**src/rtl/sensor_pkg.sv**
```systemverilog
// Shared types and sizing for the sensor conditioning stage.
package sensor_pkg;

  localparam int unsigned NUM_SENSORS = 4;

  typedef logic [NUM_SENSORS-1:0] sensor_vec_t;

  typedef enum logic {
    STABLE  = 1'b0,
    PENDING = 1'b1
  } deb_state_t;

endpackage

```
**src/rtl/debounce_channel.sv**
```systemverilog
// One sensor bit: 2-flop synchroniser followed by a counting debounce FSM.
module debounce_channel
  import sensor_pkg::*;
#(
  parameter int unsigned DEBOUNCE_CYCLES = 8
) (
  input  logic clk,
  input  logic rst,
  input  logic raw,
  input  logic sample_en,
  output logic level,
  output logic flip,
  output logic cnt_nz
);

  localparam int unsigned CNT_W = $clog2(DEBOUNCE_CYCLES + 1);
  localparam logic [CNT_W-1:0] CNT_LAST = CNT_W'(DEBOUNCE_CYCLES - 1);

  logic             r_sync1;
  logic             r_sync2;
  logic             r_level;
  logic [CNT_W-1:0] r_cnt;
  deb_state_t       r_state;

  logic             w_level_nxt;
  logic [CNT_W-1:0] w_cnt_nxt;
  deb_state_t       w_state_nxt;
  logic             w_flip;

  // State register, including the synchroniser flops.
  always_ff @(posedge clk) begin
    if (rst) begin
      r_sync1 <= 1'b0;
      r_sync2 <= 1'b0;
      r_level <= 1'b0;
      r_cnt   <= '0;
      r_state <= STABLE;
    end else begin
      r_sync1 <= raw;
      r_sync2 <= r_sync1;
      r_level <= w_level_nxt;
      r_cnt   <= w_cnt_nxt;
      r_state <= w_state_nxt;
    end
  end

  // Next-state: any sample that agrees with the accepted level aborts a pending change.
  always_comb begin
    w_level_nxt = r_level;
    w_cnt_nxt   = r_cnt;
    w_state_nxt = r_state;
    w_flip      = 1'b0;
    case (r_state)
      STABLE: begin
        w_cnt_nxt = '0;
        if ((r_sync2 != r_level) && sample_en) begin
          if (DEBOUNCE_CYCLES == 1) begin
            w_level_nxt = r_sync2;
            w_flip      = 1'b1;
          end else begin
            w_cnt_nxt   = CNT_W'(1);
            w_state_nxt = PENDING;
          end
        end
      end
      PENDING: begin
        if (r_sync2 == r_level) begin
          w_cnt_nxt   = '0;
          w_state_nxt = STABLE;
        end else if (sample_en) begin
          if (r_cnt == CNT_LAST) begin
            w_level_nxt = r_sync2;
            w_cnt_nxt   = '0;
            w_state_nxt = STABLE;
            w_flip      = 1'b1;
          end else begin
            w_cnt_nxt = r_cnt + CNT_W'(1);
          end
        end
      end
      default: begin
        w_cnt_nxt   = '0;
        w_state_nxt = STABLE;
      end
    endcase
  end

  assign level  = r_level;
  assign flip   = w_flip;
  assign cnt_nz = (r_cnt != '0);

endmodule

```
**src/rtl/sensor_debounce.sv**
```systemverilog
// Synchronise and debounce the raw sensor lines into a clean vector for error detection.
module sensor_debounce
  import sensor_pkg::*;
#(
  parameter int unsigned DEBOUNCE_CYCLES = 8
) (
  input  logic        clk,
  input  logic        rst,
  input  sensor_vec_t raw_sensors,
  input  logic        sample_en,
  output sensor_vec_t sensors,
  output logic        changed,
  output logic        busy
);

  sensor_vec_t w_level;
  sensor_vec_t w_flip;
  sensor_vec_t w_cnt_nz;
  logic        r_changed;

  for (genvar g = 0; g < int'(NUM_SENSORS); g++) begin : g_chan
    debounce_channel #(
      .DEBOUNCE_CYCLES(DEBOUNCE_CYCLES)
    ) u_chan (
      .clk      (clk),
      .rst      (rst),
      .raw      (raw_sensors[g]),
      .sample_en(sample_en),
      .level    (w_level[g]),
      .flip     (w_flip[g]),
      .cnt_nz   (w_cnt_nz[g])
    );
  end

  // One pulse per edge on which any channel accepted a new level.
  always_ff @(posedge clk) begin
    if (rst) begin
      r_changed <= 1'b0;
    end else begin
      r_changed <= |w_flip;
    end
  end

  assign sensors = w_level;
  assign changed = r_changed;
  assign busy    = |w_cnt_nz;

endmodule

```
**config.mk**
```make
export PLATFORM = sky130hd
export DESIGN_NAME = sensor_debounce
export DESIGN_NICKNAME = d
export VERILOG_FILES = /design/src/rtl/sensor_pkg.sv /design/src/rtl/debounce_channel.sv /design/src/rtl/sensor_debounce.sv
export SDC_FILE = /design/constraint.sdc
export NUM_CORES = 1
export LEC_CHECK = 0
export CAP_MARGIN = 20
export CORE_MARGIN = 4
export CORE_UTILIZATION = 45
export DETAILED_ROUTE_END_ITERATION = 6
export GPL_TIMING_DRIVEN = 0
export MAX_ROUTING_LAYER = met4
export PLACE_DENSITY = 0.63
export SLEW_MARGIN = 20
export SYNTH_ARGS = -nofsm -noshare
export SYNTH_HDL_FRONTEND = slang
export SYNTH_SLANG_ARGS = --single-unit
```
**constraint.sdc**
```tcl
create_clock -name clk -period 1.5 [get_ports clk]
set_clock_uncertainty 0.2 [all_clocks]
set_input_delay 0.15 -clock clk [delete_from_list [all_inputs] [get_ports clk]]
set_output_delay 0.15 -clock clk [all_outputs]
set_load 0.02 [all_outputs]
```
==> results.json <==
{
  "fin_util": 0.648,
  "synth_xor_area_frac": 0.0448,
  "dpl.cell_count": 230,
  "cts_tree": "yes",
  "avgSynthCellArea_um2": 9.10,
  "ys_ff_latch": 33,
  "die_area_um2": 4490,
  "grt_max_degree": 11,
  "synth_adder_area_share": 0.0639,
  "cts-hold-fix-buffers": 0,
  "setup_violations": 4,
  "die_h_um": 67.0,
  "clockRootBuffer": "clkbuf_4",
  "setup_slack_ns": -0.170,
  "p_leak_nw": 0.811,
  "cts_buffers": 5,
  "path_class": "reg -> out",
  "vias_per_cell": 5.19,
  "drive_gt1_frac": 0.388,
  "netlist_top_cells_area": "dfxtp_1 42%, ha_1 6.4%, nand3_1 4.8%",
  "critPathLaunch": "g_chan[3].u_chan.r_cnt[1]$_SDFFE_PP0P_",
  "grt_pass1_wl_um": 6250,
  "overflow": 0,
  "maxSlewViolCount": 0,
  "max_freq_mhz": 599,
  "syn_nets": 187,
  "rsz0062_at_grt": "true",
  "switching_share": 0.225,
  "pwr-share-comb": 0.070,
  "synth_top_family_by_area": "simple AND/OR/NAND/NOR gates",
  "cts.htree.levels": 2,
  "slew_headroom": 0.616,
  "fillCellCount": 291,
  "ir_drop_mv": 0.586,
  "finalWirelength_um": 3650,
  "crit_required_ns": 1.15,
  "ant_nets": 0,
  "cap_violations": 0,
  "worstPathBufferInverterCount": 2,
  "cp-start-kind": "flop",
  "die_w_um": 67.0,
  "fin_nets": 220,
  "crit_path_max_incr_delay_ns": 0.35,
  "dpl.hpwl_um": 2240,
  "holdCritStartpoint": "sample_en",
  "clk_path_buf_depth": 2,
  "drc": 0,
  "drt_iter0_markers": 89,
  "r2r_start": "g_chan[3].u_chan.r_cnt[0]$_SDFFE_PP0P_",
  "diodes": 0,
  "arrival_ns": 1.32,
  "syn_to_final_growth_pct": 38.0,
  "clkLatencyLatePin_ns": 0.35,
  "tightestPinTransition_ns": 0.576,
  "antenna_found_initial": 0,
  "clock_sinks": 33,
  "p_switching_w": 0.000391,
  "hp-class": "in -> reg",
  "final_cells": 252,
  "globalRouteTotalUtil": 0.193,
  "crit_family": "flip-flops",
  "yosysSeqAreaShare": 0.422,
  "crit_chain": "inv_2 > ha_4 > nor4b_4 > nand3_1 > buf_6",
  "min_period_over_period": 1.11,
  "fin_crit_ns": 1.67,
  "drt-pass1-iter-count": 7,
  "yosys.area_share.simple": 0.275,
  "start_util": 0.469,
  "synth_top_area_cell": "dfxtp_1",
  "netlist_area_um2": 1570,
  "clock_power_share": 0.414,
  "mostFrequentLayoutCell": "dfxtp_1",
  "cp_slowest_cell": "dfxtp_2",
  "dp_slack_ns": -0.372,
  "finalPower_w": 0.00174,
  "first_global_vias": 1346,
  "gp_congestion": 0.808,
  "crit_fanout": 2,
  "failed_checks": "setup timing",
  "synthesis.instances": 172,
  "status": "complete, but fails checks",
  "io_buffers": 12,
  "cellPowerDensity_nw_per_um2": 805,
  "power_frac_seq": 0.516,
  "yosys_warnings": 0,
  "final_hold_viol_count": 0,
  "ys_types": 29,
  "final_cell_mix": "24 x dfxtp_1, 12 x nand3_1, 12 x nor2_1, 11 x buf_6, 10 x buf_4",
  "ioPinCount": 13,
  "synthMuxAreaShare": 0.0256,
  "multi_input_area_um2": 982,
  "rows": 21,
  "seq_area_um2": 672,
  "timing.hold.ws_ns": 0.136,
  "synth_top_area_frac": 0.422,
  "synth-compound-area-share": 0.0983,
  "p_int_w": 0.00135,
  "core_area_um2": 3340,
  "route.vias.total": 1309,
  "path_clk_slew_ns": 0.11,
  "wire_per_inst_um": 14.5,
  "endpoint_kind": "output pin"
}
-- per-stage QoR --
| step | instance area (um2) | TNS [ns] |
|---|---|---|
| floorplan | 1570 | 0 |
| global placement | 1740 | -5.34 |
| detailed placement | 1740 | -5.32 |
| CTS | 2070 | -0.190 |
| global route | 2160 | -0.582 |
| finish | 2160 | -0.363 |
-- final timing paths --
kind,slack [ns],cells past startpoint,end
max,-0.17,5,busy
min,0.14,4,g_chan[2].u_chan.r_cnt[0]$_SDFFE_PP0P_
max reg2reg,-0.12,6,g_chan[3].u_chan.level$_SDFFE_PP0P_
min reg2reg,0.25,1,g_chan[1].u_chan.r_sync2$_SDFF_PP0_
-- cell families after synthesis --
kind of cell / Yosys count
DFF: 33
muxes: 4
xor gates and xnor gates: 8
and+or+nand+nor: 75
AOI/OAI and AO/OA: 22
buffers and inverters: 22
adders and majority gates: 8
-- synthesized netlist by cell type --
cell,number
a211oi_1,4
nand4_1,5
inv_1,10
buf_4,5
dfxtp_1,33
nor2_1,12
a31oi_1,4
o211ai_1,1
nor4b_1,1
nand2b_1,6
and4b_1,5
a21oi_1,7
a21bo_2,3
nor4_1,1
buf_6,1
clkbuf_1,5
nand2_1,9
a41oi_1,1
mux2i_1,4
nand3b_1,7
ha_1,8
nand3_1,15
or3_1,4
buf_2,1
xor2_1,8
a31o_2,1
or2b_1,2
nor2b_1,8
a21oi_2,1
-- area by class of cell --
cell class | count | share of cell area
clock buffer | 7 | 0.0255
tap | 46 | 0.0266
sequential | 33 | 0.311
multi-input combinational | 117 | 0.455
buffer | 12 | 0.0336
clock inverter | 1 | 0.0139
inverter | 10 | 0.0174
timing repair buffer | 26 | 0.118
-- what timing repair did --
item	4_1_cts	5_1_grt
buffers inserted	11	3
hold endpoints to repair	0	0
pin swaps	14	9
endpoints found under the setup margin	8	12
resized for setup	61	20
-- per-layer routing --
metal / global-route usage / up-vias / part of all wire
met5: - / - / 0
met4: 0.0886 / 0 / 0.030
met3: 0.0438 / 12 / 0.048
met2: 0.313 / 27 / 0.47
met1: 0.227 / 609 / 0.46
li1: - / 661 / -
-- power groups by stage --
stage / logic [W] / registers [W] / clock network [W]
after floorplan: 0.0000629 / 0.000916 / 0
after global placement: 0.000101 / 0.000917 / 0
after detailed placement: 0.000102 / 0.000917 / 0
after CTS: 0.000117 / 0.000896 / 0.000722
after global routing: 0.000136 / 0.000899 / 0.000755
final: 0.000121 / 0.000897 / 0.000720
-- worst reg2reg max path, stage by stage (launching register included) --
cell     delay, ns
dfxtp_2       0.34
buf_4         0.13
buf_6         0.12
ha_4          0.16
and4b_2       0.27
a31o_4        0.26
a21oi_2       0.10
-- flip-flops by register name, indices dropped and copies added (netlist names) --
signal,count
g_chan.u_chan.level,4
g_chan.u_chan.r_sync2,4
g_chan.u_chan.r_sync1,4
changed,1
g_chan.u_chan.r_cnt,16
g_chan.u_chan.r_state,4
No activity file was read; power rests on OpenSTA's default activity.
